File: config.mk
export PLATFORM = sky130hd
export DESIGN_NAME = fetch_sequencer
export DESIGN_NICKNAME = d
export VERILOG_FILES = /design/src/rtl/fetch_sequencer.sv
export SDC_FILE = /design/constraint.sdc
export NUM_CORES = 1
export LEC_CHECK = 0
export ABC_AREA = 1
export ABC_CLOCK_PERIOD_IN_PS = 12600
export CAP_MARGIN = 40
export CORE_ASPECT_RATIO = 0.6
export CORE_MARGIN = 4
export CORE_UTILIZATION = 50
export CTS_BUF_LIST = sky130_fd_sc_hd__clkbuf_8
export CTS_CLUSTER_DIAMETER = 100
export DETAILED_ROUTE_END_ITERATION = 8
export PLACE_DENSITY = 0.85
export SLEW_MARGIN = 15
export SYNTH_ARGS = -nofsm -noshare
export SYNTH_HDL_FRONTEND = slang
export SYNTH_SLANG_ARGS = --single-unit
File: constraint.sdc
create_clock -name clock -period 12.6 [get_ports clock]
set_clock_uncertainty 0.15 [all_clocks]
set_input_delay 3.15 -clock clock [delete_from_list [all_inputs] [get_ports clock]]
set_output_delay 3.15 -clock clock [all_outputs]
set_load 0.03 [all_outputs]
File: src/rtl/fetch_sequencer.sv
// Fetch sequencer: one-outstanding imem requester with a small
// instruction/PC buffer and execute-redirect flush handling.
module fetch_sequencer #(
  parameter int DEPTH      = 2,
  parameter int RESET_WAIT = 1
) (
  input  logic        clock,
  input  logic        reset,
  input  logic [31:0] pc,
  output logic        pc_en,
  output logic [1:0]  PC_select,
  output logic        imem_req_valid,
  input  logic        imem_req_ready,
  output logic [31:0] imem_req_addr,
  input  logic        imem_rsp_valid,
  input  logic [31:0] imem_rsp_data,
  input  logic        imem_rsp_err,
  input  logic        redirect_valid,
  input  logic [1:0]  redirect_kind,
  output logic        instr_valid,
  input  logic        instr_ready,
  output logic [31:0] instr_data,
  output logic [31:0] instr_pc,
  output logic        fault
);

  localparam int AW = (DEPTH > 1) ? $clog2(DEPTH) : 1;
  localparam int CW = AW + 1;
  localparam int WW = $clog2(RESET_WAIT + 1);

  typedef enum logic [2:0] {
    S_IDLE,
    S_REQ,
    S_WAIT,
    S_DRAIN,
    S_FAULT
  } state_e;

  state_e        state_q, state_d;
  logic [WW-1:0] wait_q, wait_d;
  logic [31:0]   pend_q, pend_d;
  logic          fault_q, fault_d;

  logic [AW-1:0] rd_q, wr_q;
  logic [CW-1:0] cnt_q;
  logic [31:0]   buf_pc_q   [DEPTH];
  logic [31:0]   buf_data_q [DEPTH];

  logic redir;
  logic hs;
  logic push;
  logic pop;

  assign redir = redirect_valid &&
                 (redirect_kind == 2'b01 ||
                  redirect_kind == 2'b10);

  assign imem_req_addr = pc;
  assign instr_valid   = (cnt_q != '0);
  assign instr_data    = buf_data_q[rd_q];
  assign instr_pc      = buf_pc_q[rd_q];
  assign fault         = fault_q;
  assign pop           = instr_valid && instr_ready && !redir;

  always_comb begin
    state_d        = state_q;
    wait_d         = wait_q;
    pend_d         = pend_q;
    fault_d        = fault_q;
    imem_req_valid = 1'b0;
    pc_en          = 1'b0;
    PC_select      = 2'b00;
    push           = 1'b0;
    hs             = 1'b0;
    if (redir) begin
      pc_en     = 1'b1;
      PC_select = redirect_kind;
      fault_d   = 1'b0;
      // An in-flight response must still be swallowed unless it lands now
      unique case (state_q)
        S_WAIT, S_DRAIN:
          state_d = imem_rsp_valid ? S_REQ : S_DRAIN;
        default:
          state_d = S_REQ;
      endcase
    end else begin
      unique case (state_q)
        S_IDLE: begin
          if (wait_q == '0) state_d = S_REQ;
          else wait_d = wait_q - WW'(1);
        end
        S_REQ: begin
          imem_req_valid = (cnt_q < CW'(DEPTH));
          hs = imem_req_valid && imem_req_ready;
          if (hs) begin
            pend_d  = pc;
            pc_en   = 1'b1;
            state_d = S_WAIT;
          end
        end
        S_WAIT: begin
          if (imem_rsp_valid) begin
            if (imem_rsp_err) begin
              fault_d = 1'b1;
              state_d = S_FAULT;
            end else begin
              push    = 1'b1;
              state_d = S_REQ;
            end
          end
        end
        S_DRAIN: begin
          if (imem_rsp_valid) state_d = S_REQ;
        end
        S_FAULT: state_d = S_FAULT;
        default: state_d = S_IDLE;
      endcase
    end
  end

  always_ff @(posedge clock or negedge reset) begin
    if (!reset) begin
      state_q <= S_IDLE;
      wait_q  <= WW'(RESET_WAIT);
      pend_q  <= '0;
      fault_q <= 1'b0;
    end else begin
      state_q <= state_d;
      wait_q  <= wait_d;
      pend_q  <= pend_d;
      fault_q <= fault_d;
    end
  end

  always_ff @(posedge clock or negedge reset) begin
    if (!reset) begin
      rd_q  <= '0;
      wr_q  <= '0;
      cnt_q <= '0;
    end else if (redir) begin
      rd_q  <= '0;
      wr_q  <= '0;
      cnt_q <= '0;
    end else begin
      if (push) wr_q <= wr_q + AW'(1);
      if (pop)  rd_q <= rd_q + AW'(1);
      if (push && !pop)
        cnt_q <= cnt_q + CW'(1);
      else if (pop && !push)
        cnt_q <= cnt_q - CW'(1);
    end
  end

  always_ff @(posedge clock) begin
    if (push) begin
      buf_pc_q[wr_q]   <= pend_q;
      buf_data_q[wr_q] <= imem_rsp_data;
    end
  end

endmodule

; Yosys cells after proc, flatten, opt, wreduce, memory -nomap -nowiden
; Memory sizes are Yosys's and may differ from the RTL's.
; Index checks and enable logic that the tools add are counted.
[word_totals]
memories = 2
word_cells = 82
mem_bits_rw = 128
input_bits = 73
ff_bits = 41
out_inout_bits = 102
[classes]
n_eq_ne = 10
magnitude_cmp = 1
n_addsub = 5
muxes = 33
n_bitwise = 1
reduce_logical = 23
[mem_list]
columns = memory, words, width, rd, rd_ports_with_merged_regs, write_ports, line_no
row1 = buf_data_q, 2, 32, 1, 0, 1, 47  ; logic [31:0] buf_data_q [DEPTH];
row2 = buf_pc_q, 2, 32, 1, 0, 1, 46  ; logic [31:0] buf_pc_q [DEPTH];
[ops]
columns = op, n
row1 = two-way mux 1 bit, 20
row2 = two-way mux 3 bit, 6
row3 = case mux 3 bit (5 select lines), 1
row4 = two-way mux 2 bit, 6
row5 = "!= test 3 bit, second input constant", 4
row6 = nonzero test 2 bit, 6
row7 = "equality test 3 x 2 -> 1 bit, second input constant", 2
row8 = logical AND 1 bit, 6
row9 = AND reduction 3 bit, 2
row10 = AND reduction 4 bit, 1
row11 = "equality test 3 x 1 -> 1 bit, second input constant", 1
row12 = "equality test 3 bit, second input constant", 1
row13 = zero test 1 bit, 3
row14 = zero test 3 bit, 1
row15 = nonzero test 3 bit, 1
row16 = "adder 1 bit, second input constant", 2
row17 = "adder 2 x 1 -> 2 bit, second input constant", 1
row18 = "equality test 2 x 1 -> 1 bit, second input constant", 1
row19 = "equality test 2 bit, second input constant", 1
row20 = "< comparator 2 bit, second input constant", 1
row21 = AND reduction 2 bit, 1
row22 = OR reduction 2 bit, 1
row23 = "subtractor 2 x 1 -> 2 bit, second input constant", 1
row24 = logical OR 1 bit, 1
row25 = other kinds (2), 2

; Longest topological paths before layout
; Gate-level depths: netlist (run 1).
[logic_depth]
depth_word = 9
ltp_mapped = 9
ltp_nobuf = 9

; Worst setup path before layout (run 1)
; Ideal clock, no wire load.
[synth_timing]
path_kind = input port to flip-flop
start = in redirect_kind[0]
end = mem buf_data_q[1][0] (enable)
path_slack_ps = 3930
setup_time_ps = 565
path_buffers = 1
path_stages = 6
arrival_ps = 7956
required_time_ps = 11885
cell_sequence = inv_1 > nand2_1 > nand3_4 > buf_2 > nand2_1 > nor3_1
[synth_between]
elab_chain_len = 6
word_cells_on_any_way = 7
classes_between = eq/ne (2) / mux (3) / reduce/logical (2)
[synth_lines]
columns = element, line_no
row1 = start: declaration, 19  ; input logic [1:0] redirect_kind,
row2 = equality test 2 x 1 -> 1 bit or equality test 2 bit (tied branches), "55, 56"
row3 = logical OR 1 bit (*), 55  ; (redirect_kind == 2'b01 ||
row4 = logical AND 1 bit (*), 54  ; assign redir = redirect_valid &&
row5 = two-way mux 1 bit (*), 75  ; if (redir) begin
row6 = two-way mux 1 bit (*), 155  ; if (push) begin
row7 = two-way mux 1 bit (implied by the code) (*), 157  ; buf_data_q[wr_q] <= imem_rsp_data;
row8 = end: declaration, 47
; Every way passes the cells marked *; elsewhere a longest branch is shown, timed or not.

; Final worst setup path (run 1)
[layout_timing]
start = in redirect_kind[0]
end = out PC_select[0]
[layout_between]
elab_chain_len = 4
word_cells_on_any_way = 5
classes_between = eq/ne (2) / mux (1) / reduce/logical (2)
[layout_lines]
columns = element, line_no
row1 = equality test 2 x 1 -> 1 bit or equality test 2 bit (tied branches), "55, 56"
row2 = logical OR 1 bit, 55
row3 = logical AND 1 bit, 54
row4 = two-way mux 2 bit (*), 75
row5 = end: declaration, 11  ; output logic [1:0] PC_select,
; Marked as above.

==> results.cfg, run 1 <==
[synthesis]
netlist_instances = 586
netlist_area_um2 = 6860
synth_fa_ha_area_share_pct = 0
ys_seq_elements = 169
synth_top_family_by_area = simple AND/OR/NAND/NOR gates
synth_compound_area_share_pct = 5.15
syn_nets = 659
syn_area_per_cell_um2 = 11.7
synthDistinctLibCells = 29
ys_seq_area_share_pct = 71.0
synth_xor_area_share_pct = 0
synth-simple-area-share_pct = 15.7
yosys_warnings = 0
synth_mux_area_share_pct = 0

[sta]
rsz0062_at_grt = no
tns_ns = 0
hold_viol = 0
setup_slack_ns = 4.32
tightest_slew_ns = 0.823
maxSlewViolCount = 0
post-route-period-util_pct = 65.7
slew_headroom_pct = 45.1
min_period_ns = 8.28
finalSetupViolations = 0
fmax_mhz = 121

[run]
maxCapViolCount = 0

[place]
place_ws_ns = 4.32
dp_hpwl_um = 10000
placed_cell_area_um2 = 8540
gp_congestion = 0.845
portBuffers = 174

[drt]
drt_iter0_markers = 295
finalWirelength_um = 14700
num_vias = 4559
ant_nets = 0
vias_per_cell = 4.97
wl_per_cell_um = 16.1
first_pass_iters = 5
route.detailed.drc = 0

[setup_path]
worstPathMaxFanout = 15
cp.arrival_ns = 4.98
start_kind = primary input
end_kind = output port
worstSetupPathType = primary input to output port
crit_required_ns = 9.30

[power_and_ir_drop]
p_leak_nw = 3.72
ir_drop_mv = 0.112
p_per_area_nw_per_um2 = 208

[cts]
cts.root.buffer_cell = clkbuf_8
cts_buffer_depth = 2
cts_resized = 0
cts_hold_buf = 0
cts-htree-levels = 4
clk_latency_ns = 0.44
clock_sinks = 169
cts_tree = done
clk_pin_slew_ns = 0.08
cts_setup_buffers = 0
cts_buffers = 17

[layout]
fin_area_um2 = 8960
nets = 807
n_antenna_cell = 0
area_growth_pct = 30.6
drive_gt1_share_pct = 11.6

[grt]
grt_usage_pct = 19.2
antenna_found_initial = 0
grt_max_degree = 65
gr-total-overflow = 0
grt_pass1_vias = 4627
grt_pass1_wl_um = 23500

[floorplanning]
num_io_pins = 175
row_count = 32
dieArea_um2 = 15700
coreArea_um2 = 13100
initial_core_util_pct = 52.2
die_h_um = 98.7
fp.dieW_um = 159

[hold_path]
hp-class = flop to flop

[outcome]
status = complete, no violations
-- layout make-up --
type | instances | area, um^2
tap | 170 | 213
multi-input combinational | 314 | 1440
sequential | 169 | 4870
inverter | 50 | 188
clock buffer | 18 | 248
timing repair buffer | 182 | 1850
fill | 918 | 4170
clock inverter | 14 | 148
-- flip-flops by register name, indices dropped and copies added (netlist names) --
register    count
buf_data_q     64
rd_q            1
fault           1
cnt_q           2
wait_q          1
state_q         3
wr_q            1
pend_q         32
buf_pc_q       64
-- routing by layer --
layer  GRT usage [%]  up-vias  part of all wire [%]  routed length [um]
met5               0        -                     0                   0
met4            5.93        0                   1.2                 184
met3            6.02       15                   7.5                1100
met2            31.7      194                    47                6960
met1            24.8     2174                    44                6480
li1                -     2176                     -                   -
-- per-stage QoR --
stage	util, %	hold slack (ns)	total power [mW]	std cells
2_1_floorplan	-	0.284	1.21	586
3_3_place_gp	64.6	0.299	1.46	881
3_5_place_dp	65.1	0.301	1.50	884
4_1_cts	68.1	0.314	1.88	916
5_1_grt	68.2	0.338	1.96	917
6_report	68.2	0.315	1.86	917
-- report_power, final --
group	switching, mW	internal [mW]	total (mW)
registers	0.0634	0.696	0.759
clock network	0.196	0.183	0.378
logic	0.452	0.274	0.727
-- synthesized netlist by cell type --
cell      number  area share, %
nand2_2        1          0.091
a21oi_1        2           0.15
or2_2          1          0.091
o211ai_1       1           0.11
buf_1          6           0.33
dfrtp_1       40             15
o21ai_2       32            4.1
nand4_1        1          0.091
edfxtp_1     128             56
buf_4         32            3.5
dfstp_2        1           0.38
a31oi_1        1          0.091
nand3_4        1           0.26
nand3_2        2           0.29
buf_6          6           0.99
inv_2          4           0.22
nand3_1        2           0.15
nand2_1      252             14
clkbuf_1       6           0.33
o21ai_0        7           0.51
nor2_4         1           0.16
o22ai_1        1          0.091
a22oi_1        1           0.11
buf_2          3           0.22
nor2_1         3           0.16
nor3_1         3           0.22
inv_1         46            2.5
nand3b_1       1           0.11
nand4_4        1           0.31
-- final timing paths --
check | from | endpoint | slack (ns) | cells after the start
worst max register to register | state_q[0] | buf_pc_q[0][2] | 10.38 | 7
worst min-delay path | wait_q | wait_q | 0.31 | 2
min in group asynchronous | reset | pend_q[23] | 2.49 | 1
max in group asynchronous | reset | pend_q[2] | 9.29 | 2
worst min register to register | wait_q | wait_q | 0.31 | 2
worst max-delay path | redirect_kind[0] | PC_select[0] | 4.32 | 8
-- placed cells by master, fill, tap and decap left out, types with 2 or more instances in the layout --
cell,netlist,routed
clkinvlp_4,0,3
nor2_4,1,2
a21oi_1,2,2
nand3_2,2,2
inv_6,0,4
nand3_1,2,2
inv_1,46,47
clkdlybuf4s50_1,0,173
clkbuf_8,0,18
bufinv_16,0,2
buf_12,0,4
inv_2,4,5
o21ai_2,32,32
dfrtp_1,40,39
o21ai_0,7,7
nand2_1,252,252
nor3_1,3,2
nor2_1,3,2
clkinv_4,0,2
buf_4,32,4
edfxtp_1,128,128
-- critical path: stages --
cell and delay [ns]:
clkdlybuf4s50_1 0.50, inv_1 0.06, nand2_1 0.10, nand3_4 0.18, inv_1 0.19, nand2_1 0.06, inv_1 0.06, clkdlybuf4s50_1 0.66
-- cell families (layout without fill, tap and decap cells) --
kind of cell,count (synthesis),count (layout)
buffers and inverters,103,264
AOI/OAI and AO/OA,45,45
and+or+nand+nor,269,269
DFF,169,169
Power figures use the tool's default switching activity.
==> inputs of run 2 (changes only) <==
ABC_CLOCK_PERIOD_IN_PS = 8000   (was 12600)
clock period = 8 ns   (was 12.6 ns; I/O delays follow)
==> run 2 against run 1 <==
- flip-flop and latch count unchanged
- power increased by 57%
- sequential power increased by 58%
- critical path depth unchanged
- wire length decreased by 0.67%
- combinational power increased by 57%
- final cell count unchanged
- register-to-register slack got worse by 4.6 ns
- count of clock-buffer cells in the layout decreased by 1
- non-clock buffer count unchanged
- worst setup slack got worse by 2.3 ns
- global-route usage decreased by 0.27 points
==> results.cfg, run 2 (synthesis results as in run 1) <==
[outcome]
status = complete, no violations

[layout]
multi_input_area_um2 = 1440
fin_area_um2 = 8960
final_common_cell = nand2_1
reg_top3 = buf_data_q (64), buf_pc_q (64), pend_q (32)
n_antenna_cell = 0
fin_util_pct = 68.2
drive_gt1_share_pct = 11.8
ff_latch_area_um2 = 4870
stdcell_count = 917
area_growth_pct = 30.6
fillers = 901
final_cell_mix = 252 x nand2_1, 173 x clkdlybuf4s50_1, 128 x edfxtp_1, 45 x inv_1, 39 x dfrtp_1
nets = 807

[hold_path]
hp-class = flop to flop
min_path_cells = 2

[sta]
min_period_ns = 5.96
fmax_mhz = 168
hold_viol = 0
maxSlewViolCount = 0
rsz0062_at_grt = no
post-route-period-util_pct = 74.5
slew_headroom_pct = 44.0
tightest_slew_ns = 0.841
tns_ns = 0
finalSetupViolations = 0

[grt]
grt_usage_pct = 18.9
grt_max_degree = 65
grt_pass1_wl_um = 23100
gr-total-overflow = 0
grt_use_met2_pct = 31.1
grt_pass1_vias = 4535
antenna_found_initial = 0
use_met1_pct = 24.6
met3_usage_pct = 5.77
busiest_layer = met2

[cts]
cts_tree = done
clk_pin_slew_ns = 0.09
cts_hold_buf = 0
cts_buffer_depth = 2
cts-htree-levels = 4
cts_setup_buffers = 0
cts_buffers = 17
cts_resized = 0
cts.root.buffer_cell = clkbuf_8
clk_latency_ns = 0.44
clock_sinks = 169

[place]
placed_cell_area_um2 = 8540
place_inst = 884
portBuffers = 174
dp_hpwl_um = 9980
gp_congestion = 0.845

[drt]
route.detailed.drc = 0
first_pass_iters = 5
finalWirelength_um = 14600
drt_iter0_markers = 290
num_vias = 4581
wl_per_cell_um = 15.9
vias_per_cell = 5.00
ant_nets = 0

[power_and_ir_drop]
intPower_mw = 1.79
ir_drop_mv = 0.150
switching_power_mw = 1.14
p_leak_nw = 3.73
p_comb_share_pct = 39.1
p_per_area_nw_per_um2 = 327
power_frac_seq_pct = 40.9
swShare_pct = 38.9
share_clk_of_total_power_pct = 20.0

[setup_path]
worstSetupPathType = primary input to output port
cp.arrival_ns = 3.81
crit_required_ns = 5.85
start_kind = primary input
end_kind = output port
r2r_setup_slack_ns = 5.77
reg2reg_depth = 7
worstPathMaxFanout = 15

[floorplanning]
dieArea_um2 = 15700
num_io_pins = 175
die_h_um = 98.7
coreArea_um2 = 13100
initial_core_util_pct = 52.2
fp.dieW_um = 159
row_count = 32

[run]
maxCapViolCount = 0
## run 2: through the flow
step / power, mW / worst slack [ns] / hold slack [ns]
after detailed placement: 2.36 / 2.03 / 0.308
after global placement: 2.30 / 2.13 / 0.299
after floorplan: 1.90 / 0.480 / 0.284
after CTS: 2.95 / 2.03 / 0.328
final: 2.93 / 2.04 / 0.328
after global routing: 3.09 / 1.90 / 0.341
## run 2: final cells by class
cell class                 instances  share of cell area [%]
tap                              170                    2.37
inverter                          50                    2.10
timing repair buffer             182                    20.6
clock buffer                      17                    2.61
clock inverter                    15                    1.77
sequential                       169                    54.4
multi-input combinational        314                    16.1
## run 2: path summary, 6_finish.rpt
path / start / to
min: wait_q / wait_q
max in group asynchronous: reset / pend_q[11]
min reg2reg: wait_q / wait_q
max reg2reg: state_q[0] / buf_data_q[0][5]
min in group asynchronous: reset / pend_q[23]
max: redirect_kind[0] / PC_select[0]
## run 2: metal layers
metal | vias to the layer above | wire length, um
li1 | 2180 | -
met1 | 2163 | 6280
met2 | 219 | 6970
met3 | 19 | 1210
met4 | 0 | 172
met5 | - | 0
## run 2: power groups by stage
stage          Sequential, mW  Clock [mW]  Combinational (mW)
2_1_floorplan            1.17           0               0.730
3_3_place_gp             1.23           0                1.08
3_5_place_dp             1.21           0                1.15
4_1_cts                  1.19       0.602                1.16
5_1_grt                  1.21       0.641                1.24
6_report                 1.20       0.586                1.14
## run 2: critical path, stage by stage
cell and delay [ns]:
clkdlybuf4s50_1 0.50, inv_1 0.06, nand2_1 0.10, nand3_4 0.18
inv_1 0.18, nand2_1 0.06, inv_1 0.06, clkdlybuf4s50_1 0.66
==> inputs of run 3 (changes only) <==
ABC_CLOCK_PERIOD_IN_PS = 5000   (was 8000)
CORE_UTILIZATION = 46   (was 50)
PLACE_DENSITY = 0.83   (was 0.85)
clock period = 5 ns   (was 8 ns; I/O delays follow)
==> run 3 against run 2 <==
- count of clock-buffer cells in the layout unchanged
- wire length down 1.8%
- power up 58%
- largest cell class unchanged
==> results.cfg, run 3 (synthesis results as in run 1) <==
[drt]
drt_iter0_markers = 342
wl_per_cell_um = 15.2
finalWirelength_um = 14400
wl_met3_um = 1040
vias_per_cell = 4.76
highest-signal-layer = met4
num_vias = 4497
wl_met1_um = 6530
met2_length_um = 6670
ant_nets = 0
route.detailed.drc = 0
first_pass_iters = 6

[cts]
cts_buffers = 17
cts_setup_buffers = 0
cts_resized = 0
clk_pin_slew_ns = 0.09
clk_latency_ns = 0.43
clock_sinks = 169
cts_buffer_depth = 2
cts_tree = done
cts.root.buffer_cell = clkbuf_8
cts_hold_buf = 0
cts-htree-levels = 4

[floorplanning]
dieArea_um2 = 17000
fp.dieW_um = 166
coreArea_um2 = 14500
initial_core_util_pct = 47.1
row_count = 34
num_io_pins = 175
die_h_um = 103

[layout]
nets = 807
fin_util_pct = 61.6
final_cell_mix = 252 x nand2_1, 173 x clkdlybuf4s50_1, 128 x edfxtp_1, 45 x inv_1, 39 x dfrtp_1
n_antenna_cell = 0
reg_top3 = buf_data_q (64), buf_pc_q (64), pend_q (32)
final_common_cell = nand2_1
drive_gt1_share_pct = 11.8
fin_area_um2 = 8970
fillers = 1142
area_growth_pct = 30.8

[setup_path]
cpPeakStageDelay_ns = 0.69
cp.depth = 8
worstPathMaxFanout = 15
critical-path-top-delay-family = buffers and inverters
worst_path_max_delay_cell = clkdlybuf4s50_1
reg2reg_depth = 6
worstPathCellList = clkdlybuf4s50_1, inv_1, nand2_1, nand3_4, inv_1, nand2_1, inv_1, clkdlybuf4s50_1
crit_start = redirect_kind[0]
cpMostUsedCell = inv_1
end_kind = output port
cp.arrival_ns = 3.09
start_kind = primary input
rr_endpoint = buf_data_q[0][6]
crit_required_ns = 3.60
worst-path-buf-inv = 5
cp-endpoint = PC_select[1]
r2r_start = state_q[0]
r2r_setup_slack_ns = 2.59
worstSetupPathType = primary input to output port

[power_and_ir_drop]
ir_drop_mv = 0.297
p_per_area_nw_per_um2 = 516
total_power_mw = 4.62
p_leak_nw = 3.71

[sta]
tightest_slew_ns = 0.718
min_period_ns = 4.49
hold_slack_ns = 0.316
post-route-period-util_pct = 89.8
hold_viol = 0
fmax_mhz = 223
maxSlewViolCount = 0
slew_headroom_pct = 52.0
rsz0062_at_grt = no
tns_ns = 0
finalSetupViolations = 0

[place]
portBuffers = 174
dp_hpwl_um = 9830
placed_cell_area_um2 = 8590
gp_congestion = 0.799

[outcome]
status = complete, no violations

[hold_path]
hp-class = flop to flop

[grt]
grt_max_degree = 65
grt_usage_pct = 17.1
grt_pass1_vias = 4484
gr-total-overflow = 0
antenna_found_initial = 0
grt_pass1_wl_um = 22500

[run]
maxCapViolCount = 0
==> run 3: area by class of cell <==
class	count	area, um^2	share of cell area [%]
inverters	50	188	2.09
clock buffers	17	234	2.61
flip-flops and latches	169	4870	54.3
repair buffers	182	1830	20.5
clock inverters	15	143	1.59
multi-input cells	314	1450	16.2
well taps	198	248	2.76
==> run 3: metal layers <==
layer	vias up	global-route usage (%)
met5	-	0
met1	2118	22.5
li1	2174	-
met3	11	5.52
met4	0	4.69
met2	194	27.9
==> run 3: worst min-delay path by stage <==
stage / startpoint / end / slack [ns] / cells after the start
5_1_grt: pend_q[5] / buf_pc_q[1][5] / 0.32 / 0
4_1_cts: pend_q[5] / buf_pc_q[1][5] / 0.32 / 0
3_3_place_gp: pend_q[9] / buf_pc_q[0][9] / 0.30 / 0
6_report: pend_q[5] / buf_pc_q[1][5] / 0.32 / 0
3_5_place_dp: pend_q[31] / buf_pc_q[0][31] / 0.31 / 0
2_1_floorplan: wait_q / wait_q / 0.28 / 2
==> run 3: power breakdown <==
group | total [mW] | leakage [nW] | internal [mW] | switching (mW)
Clock | 0.906 | 0.183 | 0.402 | 0.503
Combinational | 1.84 | 1.86 | 0.680 | 1.17
Sequential | 1.87 | 1.67 | 1.75 | 0.120
==> run 3: through the flow <==
step | std cells | setup WS (ns)
floorplan | 586 | 0.0601
global placement | 911 | 0.628
detailed placement | 913 | 0.505
CTS | 945 | 0.504
global route | 945 | 0.401
finish | 945 | 0.512
